$ cat src/rtl/sign_narrow_pipe_pkg.sv
// Shared datapath definitions for 32->16 narrowing: default widths, saturation limits and
// the signed-fit test also used by the decode immediate checker.
package sign_narrow_pipe_pkg;

  localparam int unsigned IN_W_DEF  = 32;
  localparam int unsigned OUT_W_DEF = 16;
  localparam int unsigned CNT_W_DEF = 8;

  localparam logic [OUT_W_DEF-1:0] SAT_POS = 16'h7FFF;
  localparam logic [OUT_W_DEF-1:0] SAT_NEG = 16'h8000;

  // True when value[IN_W_DEF-1:out_w-1] are all equal, i.e. the value survives a
  // round trip through an out_w-bit signed field.
  function automatic logic fits_signed(input logic [IN_W_DEF-1:0] value,
                                       input int unsigned out_w);
    logic fits;
    fits = 1'b1;
    for (int i = 0; i < int'(IN_W_DEF); i++) begin
      if ((i >= int'(out_w) - 1) && (value[i] != value[IN_W_DEF-1])) begin
        fits = 1'b0;
      end
    end
    return fits;
  endfunction

endpackage

$ cat src/rtl/sign_narrow_pipe_stage_reg.sv
// Valid/data pipeline register: captures valid_i/data_i when load_i is high, otherwise holds.
module pipe_stage_reg #(
  parameter int unsigned W = 1
) (
  input  logic         clk_i,
  input  logic         rst_i,
  input  logic         load_i,
  input  logic         valid_i,
  input  logic [W-1:0] data_i,
  output logic         valid_o,
  output logic [W-1:0] data_o
);

  logic         valid_d, valid_q;
  logic [W-1:0] data_d, data_q;

  always_comb begin
    valid_d = valid_q;
    data_d  = data_q;
    if (load_i) begin
      valid_d = valid_i;
      // Bubbles leave the data untouched so an idle stage does not toggle.
      if (valid_i) begin
        data_d = data_i;
      end
    end
  end

  always_ff @(posedge clk_i or posedge rst_i) begin
    if (rst_i) begin
      valid_q <= 1'b0;
      data_q  <= '0;
    end else begin
      valid_q <= valid_d;
      data_q  <= data_d;
    end
  end

  assign valid_o = valid_q;
  assign data_o  = data_q;

endmodule

$ cat src/rtl/sign_narrow_pipe.sv
// Two-stage 32->16 signed narrowing unit with wrap/saturate selection, overflow flag and a
// saturating overflow event counter. Valid/ready on both sides.
module sign_narrow_pipe
  import sign_narrow_pipe_pkg::*;
#(
  parameter int unsigned IN_W  = IN_W_DEF,  // must not exceed IN_W_DEF
  parameter int unsigned OUT_W = OUT_W_DEF,
  parameter int unsigned CNT_W = CNT_W_DEF
) (
  input  logic             clk,
  input  logic             reset,
  input  logic             in_valid,
  output logic             in_ready,
  input  logic [IN_W-1:0]  long,
  input  logic             sat_mode,
  output logic             out_valid,
  input  logic             out_ready,
  output logic [OUT_W-1:0] short,
  output logic             ovf,
  output logic [CNT_W-1:0] ovf_cnt,
  input  logic             cnt_clr
);

  localparam int unsigned S1W = IN_W + 2;
  localparam int unsigned S2W = OUT_W + 1;

  localparam logic [OUT_W-1:0] SatPos = {1'b0, {(OUT_W-1){1'b1}}};
  localparam logic [OUT_W-1:0] SatNeg = {1'b1, {(OUT_W-1){1'b0}}};

  logic             s1_valid, s2_valid;
  logic             s1_load, s2_load;
  logic [S1W-1:0]   s1_d, s1_q;
  logic [S2W-1:0]   s2_d, s2_q;
  logic [IN_W-1:0]  s1_long;
  logic             s1_sat, s1_fit, in_fit;
  logic [OUT_W-1:0] short_d;
  logic             ovf_d;
  logic [CNT_W-1:0] cnt_d, cnt_q;

  // Sign-extending into the package width keeps the fit test exact for narrower inputs.
  assign in_fit = fits_signed(IN_W_DEF'($signed(long)), OUT_W);

  always_comb begin
    s2_load  = ~s2_valid | out_ready;
    in_ready = ~s1_valid | s2_load;
    s1_load  = in_ready;
    s1_d     = {long, sat_mode, in_fit};
  end

  pipe_stage_reg #(
    .W (S1W)
  ) u_s1 (
    .clk_i   (clk),
    .rst_i   (reset),
    .load_i  (s1_load),
    .valid_i (in_valid),
    .data_i  (s1_d),
    .valid_o (s1_valid),
    .data_o  (s1_q)
  );

  always_comb begin
    {s1_long, s1_sat, s1_fit} = s1_q;
    ovf_d   = ~s1_fit;
    short_d = s1_long[OUT_W-1:0];
    if (!s1_fit && s1_sat) begin
      short_d = s1_long[IN_W-1] ? SatNeg : SatPos;
    end
    s2_d = {short_d, ovf_d};
  end

  pipe_stage_reg #(
    .W (S2W)
  ) u_s2 (
    .clk_i   (clk),
    .rst_i   (reset),
    .load_i  (s2_load),
    .valid_i (s1_valid),
    .data_i  (s2_d),
    .valid_o (s2_valid),
    .data_o  (s2_q)
  );

  assign out_valid    = s2_valid;
  assign {short, ovf} = s2_q;

  // Counts overflowing items as they enter S2; clear wins over a same-cycle increment.
  always_comb begin
    cnt_d = cnt_q;
    if (cnt_clr) begin
      cnt_d = '0;
    end else if (s2_load && s1_valid && !s1_fit && (cnt_q != {CNT_W{1'b1}})) begin
      cnt_d = cnt_q + CNT_W'(1);
    end
  end

  always_ff @(posedge clk or posedge reset) begin
    if (reset) begin
      cnt_q <= '0;
    end else begin
      cnt_q <= cnt_d;
    end
  end

  assign ovf_cnt = cnt_q;

endmodule
$ cat config.mk
export PLATFORM = sky130hd
export DESIGN_NAME = sign_narrow_pipe
export DESIGN_NICKNAME = d
export VERILOG_FILES = /design/src/rtl/sign_narrow_pipe_pkg.sv /design/src/rtl/sign_narrow_pipe_stage_reg.sv /design/src/rtl/sign_narrow_pipe.sv
export SDC_FILE = /design/constraint.sdc
export NUM_CORES = 1
export LEC_CHECK = 0
export BUFFER_PORTS_ARGS = -buffer_cell sky130_fd_sc_hd__buf_2
export CAP_MARGIN = 10
export CORE_ASPECT_RATIO = 1.75
export CORE_MARGIN = 1
export CORE_UTILIZATION = 35
export CTS_CLUSTER_SIZE = 28
export DETAILED_ROUTE_END_ITERATION = 12
export GPL_ROUTABILITY_DRIVEN = 0
export GPL_TIMING_DRIVEN = 0
export HOLD_SLACK_MARGIN = 0.1
export SYNTH_ARGS = -nofsm -noshare
export SYNTH_HDL_FRONTEND = slang
export SYNTH_SLANG_ARGS = --single-unit
$ cat constraint.sdc
create_clock -name clk -period 2.6 [get_ports clk]
set_input_delay 0 -clock clk [delete_from_list [all_inputs] [get_ports clk]]
set_output_delay 0 -clock clk [all_outputs]
set_load 0.02 [all_outputs]
Yosys cells after proc, flatten, opt, wreduce, memory -nomap -nowiden
Cells that the tools add are included.

Flip-flop bits (word level): 61. Bits in latches: 0. Bits in writable memories: 0. Bits in read-only memories: 0. Bits of input ports: 38. Output and inout port bits: 27. Logic and storage cells: 56. Memories: 0.

Add/sub/neg operators: 1. Multiply operators: 0. Div/mod/pow operators: 0. $lt $le $gt $ge: 0. Eq/ne operators: 17. Shift-type cells: 0. Multiplexer cells: 20. Bitwise operators: 5. Reduce and logical (&&, ||, !) cells: 8.

Operator list (number): 16-bit 2-to-1 mux (2); 1-bit 2-to-1 mux (16); 8-bit 2-to-1 mux (2); 1-bit != test (16); 8-bit by 1-bit adder with 8-bit output (second input constant) (1); 8-bit != test (second input constant) (1); 1-bit logical AND (4); 2-bit AND reduction (2); 1-bit NOT (3); 1-bit OR (2); 2-bit nonzero test (1); 1-bit zero test (1).

Logic depth before layout (Yosys ltp)
Depth in word-level cells: 17. Mapped depth: 6. Mapped depth without buffers: 4.

Hierarchy
From an unflattened synthesis, not the netlist that was laid out.

Cells, all modules: 196. Area total of the unflattened synthesis: 2821.5 um^2.

Modules (own cells, without submodules): pipe_stage_reg at u_s1 (instances 1, cells each 76, area an instance 1425.1 um^2, seq. area each 875.8 um^2); pipe_stage_reg at u_s2 (instances 1, cells each 40, area an instance 714.4 um^2, seq. area each 450.4 um^2); sign_narrow_pipe (instances 1, cells each 80, area an instance 681.9 um^2, seq. area each 200.2 um^2).

Worst setup path after synthesis
Ideal clock, no wire load.

Kind: register to register. Start point: register cnt_q[0] (netlist: ovf_cnt[0]). End point: register cnt_q[3] (netlist: ovf_cnt[3]). Library setup time: 125 ps. Arrival: 1628 ps. Data required time: 2475 ps. Setup slack: 847 ps. Cell stages (with the launch flop): 6. Path buffers: 1. Period minus slack after synthesis: 1753 ps. Cells stage by stage: dfrtp_1 > ha_1 > and4_4 > buf_6 > nor4b_4 > mux2_4.

Cells in the longest elaborated chain, start to end: 3. Elaborated cells between the ends (all ways): 6. Those cells by class: add/sub (1); eq/ne (1); mux (2); reduce/logical (2).

RTL lines: from (decl) (RTL line sign_narrow_pipe.sv:38) `logic [CNT_W-1:0] cnt_d, cnt_q;`; from (signal assigned) (RTL line sign_narrow_pipe.sv:101) `cnt_q <= cnt_d;`; 8-bit by 1-bit adder with 8-bit output / 8-bit != test (equally long branches) (RTL line sign_narrow_pipe.sv:93, sign_narrow_pipe.sv:92); 8-bit 2-to-1 mux / 1-bit logical AND (equally long branches) (RTL line sign_narrow_pipe.sv:92) `end else if (s2_load && s1_valid && !s1_fit && (cnt_q != {CNT_W{1'b1}})) begin`; 8-bit 2-to-1 mux / 2-bit nonzero test (equally long branches).

Several ways; a longest one is shown, not always the timed one. The select of a mux whose other input is x is not followed. A chain may end at the register's enable or synchronous reset.

Worst setup path after layout
Start point: input port long[31]. End point: register u_s1.data_q[0] (netlist: u_s1.data_o[0]).

Cells in the longest elaborated chain, start to end: 17. Elaborated cells between the ends (all ways): 32. Those cells by class: eq/ne (16); mux (16).

RTL lines: from (decl) (RTL line sign_narrow_pipe.sv:14) `input logic [IN_W-1:0] long,`; 1-bit != test (RTL line sign_narrow_pipe_pkg.sv:19) `if ((i >= int'(out_w) - 1) && (value[i] != value[IN_W_DEF-1])) begin`; 1-bit 2-to-1 mux (15 in series) (RTL line sign_narrow_pipe_pkg.sv:19); 1-bit 2-to-1 mux * (RTL line sign_narrow_pipe_pkg.sv:19); to (signal assigned) (RTL line sign_narrow_pipe_stage_reg.sv:35) `data_q <= data_d;`; to (decl) (RTL line sign_narrow_pipe_stage_reg.sv:15) `logic [W-1:0] data_d, data_q;`.

Every way passes the cells marked *; elsewhere a longest branch is shown, timed or not.

==> flow_summary.json <==
{
  "outcome": "finished, final reports clean",
  "arrival_ns": 2.66,
  "insertedDiodeCount": 0,
  "cp_max_fo": 5,
  "syn_to_final_growth_pct": 37.9,
  "synthTopCellsByCount": "46 x dfrtp_1, 24 x nand2_1, 20 x a21oi_1",
  "avgSynthCellArea_um2": 11.1,
  "synth_most_common_cell": "dfrtp_1",
  "io-pin-count": 65,
  "holdWs_ns": 0.201,
  "slew_violations": 0,
  "regArea_um2": 1150,
  "htreeDepth": 2,
  "ys.flop_type": "dfrtp_1",
  "grt_pass1_wl_um": 8000,
  "seq_area_frac_synth": 0.558,
  "crit_slowest_cell": "dlygate4sd3_1",
  "regToRegStartpoint": "ovf_cnt[0]$_DFFE_PP0P_",
  "start_util": 0.366,
  "rr_endpoint": "ovf_cnt[3]$_DFFE_PP0P_",
  "die_x_um": 60.0,
  "post-cts-setup-buffer-count": 0,
  "first_global_vias": 1836,
  "antenna_found_initial": 0,
  "timing.final.ws_setup_ns": 0.176,
  "fin_nets": 323,
  "detailed_place_hpwl_um": 3430,
  "power_w": 0.00177,
  "clk_latency_ns": 0.30,
  "async_reset_ff_frac": 1.00,
  "crit_top_cell": "dlygate4sd3_1",
  "fmax_ghz": 0.412,
  "synth_edf_count": 0,
  "cts.repair.resized": 0,
  "grt_usage": 0.168,
  "num_rows": 36,
  "synth_top_area_frac": 0.558,
  "synthesis.instances": 186,
  "cts_tree": "built",
  "drt_wl_total_um": 4630,
  "worst_setup_path_start_kind": "input pin",
  "critPathKind": "in2reg",
  "ir_drop_uv": 251,
  "synthesis.area_um2": 2060,
  "drcViolationCount": 0,
  "end_kind": "flop",
  "synth_nets": 225,
  "clockRootBuffer": "clkbuf_8",
  "cts_sinks": 46,
  "grt-ovfl-total": 0,
  "fillCellCount": 535,
  "drt_iter0_drc": 66,
  "design.core.area_um2": 5630,
  "max-slew-margin-rel": 0.665,
  "tns_ns": 0,
  "cp_top_family": "buffers and inverters",
  "synth_cell_types": 31,
  "r2r_slack_ns": 0.84,
  "finalSetupViolations": 0,
  "dp_slack_ns": 0.833,
  "critical_path_buf_inv_count": 4,
  "hp-class": "in2async",
  "yosys_warnings": 0,
  "synth_top_area_cell": "dfrtp_1",
  "io_buffers": 64,
  "hold_violations": 0,
  "drive_gt1_frac": 0.358,
  "ys_ff_latch": 46,
  "vias": 1731,
  "cellLeakagePower_nw": 1.30,
  "synth_area_leaders": "dfrtp_1 56%, mux2_2 9.8%, a21oi_1 4.9%, o21ai_0 4.4%, nand2_1 4.4%",
  "rsz0062_at_grt": "false",
  "critical_path.max_stage_delay_ns": 0.57,
  "clock-skew-final_ns": 0.0157,
  "cp_cell_sequence": "dlygate4sd3_1, buf_2, or4_1, nor3_1, a31oi_1, dlygate4sd3_1, o31ai_1, dlygate4sd3_1",
  "numCtsBuffers": 5,
  "multiInputGateArea_um2": 851,
  "max-clock-path-buffers": 2,
  "min_period_ns": 2.42,
  "dieArea_um2": 6220,
  "critical_path_required_ns": 2.84,
  "finalCritPeriodShare": 0.932,
  "viasPerCell": 4.80,
  "die_y_um": 104,
  "worst_pin_slew_ns": 0.502,
  "r2r_cells": 5,
  "antenna_left": 0,
  "dr.pass1.iters": 4,
  "p_per_area_nw_per_um2": 621,
  "cap_violations": 0,
  "clkSlewWorstSetupHoldPaths_ns": 0.09,
  "avgRoutedWirePerCell_um": 12.8,
  "grt_start_max_net_pins": 34
}
-- layout make-up --
type | count | share of cell area
timing repair buffer | 91 | 0.211
sequential | 46 | 0.405
tap | 76 | 0.0334
inverter | 2 | 0.00264
clock buffer | 6 | 0.0255
clock inverter | 2 | 0.00484
multi-input combinational | 127 | 0.299
buffer | 11 | 0.0189
-- worst max path at each step --
stage          slack, ns  cells past startpoint              startpoint                          to
6_report            0.18                      8                long[31]  u_s1.data_o[0]$_DFFE_PP0P_
5_1_grt             0.08                      8                long[31]  u_s1.data_o[0]$_DFFE_PP0P_
4_1_cts             0.17                      8                long[31]  u_s1.data_o[0]$_DFFE_PP0P_
3_5_place_dp        0.83                      5  ovf_cnt[0]$_DFFE_PP0P_      ovf_cnt[7]$_DFFE_PP0P_
3_3_place_gp        0.84                      5  ovf_cnt[0]$_DFFE_PP0P_      ovf_cnt[7]$_DFFE_PP0P_
2_1_floorplan       0.85                      5  ovf_cnt[0]$_DFFE_PP0P_      ovf_cnt[3]$_DFFE_PP0P_
-- layout by cell type, fill, tap and decap left out, drive strengths merged --
cell type,n
nor3,2
o31ai,4
dfrtp,46
a21oi,20
a31oi,2
nor4,5
nand3b,3
nor4b,1
buf,70
mux2i,1
or4,3
mux2,21
nand2,24
and3b,1
clkinv,2
nand3,2
dlygate4sd3,26
nand4,3
clkbuf,12
ha,1
and4,3
inv,2
nor2,4
nor2b,3
or3,1
nand4b,1
nand2b,4
o21ai,18
-- per-layer routing --
layer	share of wire	vias up	GRT usage
met2	0.55	32	0.303
met4	0.018	0	0.0681
met5	0	-	0
met1	0.40	836	0.184
li1	-	857	-
met3	0.027	6	0.0287
-- what timing repair did --
item / 4_1_cts / 5_1_grt
hold buffers: 26 / 0
endpoints found under the hold margin: 68 / 0
setup endpoints to repair: 0 / 0
-- sequential cells by signal (all words and copies together) (netlist names) --
register,flops
u_s2.data_o,17
ovf_cnt,8
u_s1.data_o,19
u_s1.valid_o,1
u_s2.valid_o,1
-- metrics by stage --
step	std cells	util	cell area, um^2
2_1_floorplan	186	-	2060
3_3_place_gp	326	0.440	2480
3_5_place_dp	327	0.444	2500
4_1_cts	361	0.505	2850
5_1_grt	361	0.505	2850
6_report	361	0.505	2850
-- cell families after synthesis --
kind of cell | Yosys count | synth area share
buf+inv | 13 | 0.0297
compound gates | 44 | 0.113
fa+ha+maj | 1 | 0.00606
mux | 22 | 0.121
flops | 46 | 0.558
simple gates | 60 | 0.172
-- worst min-delay path, stage by stage --
cell and delay (ns):
dlygate4sd3_1 0.53, buf_2 0.12, inv_2 0.26
-- power by group --
part	switching, W	total (W)	leakage [nW]	internal (W)
registers	0.0000609	0.000888	0.566	0.000827
logic	0.000259	0.000447	0.688	0.000188
clock network	0.000243	0.000433	0.0452	0.000190
Note: power is estimated with default switching activity, not from simulation.
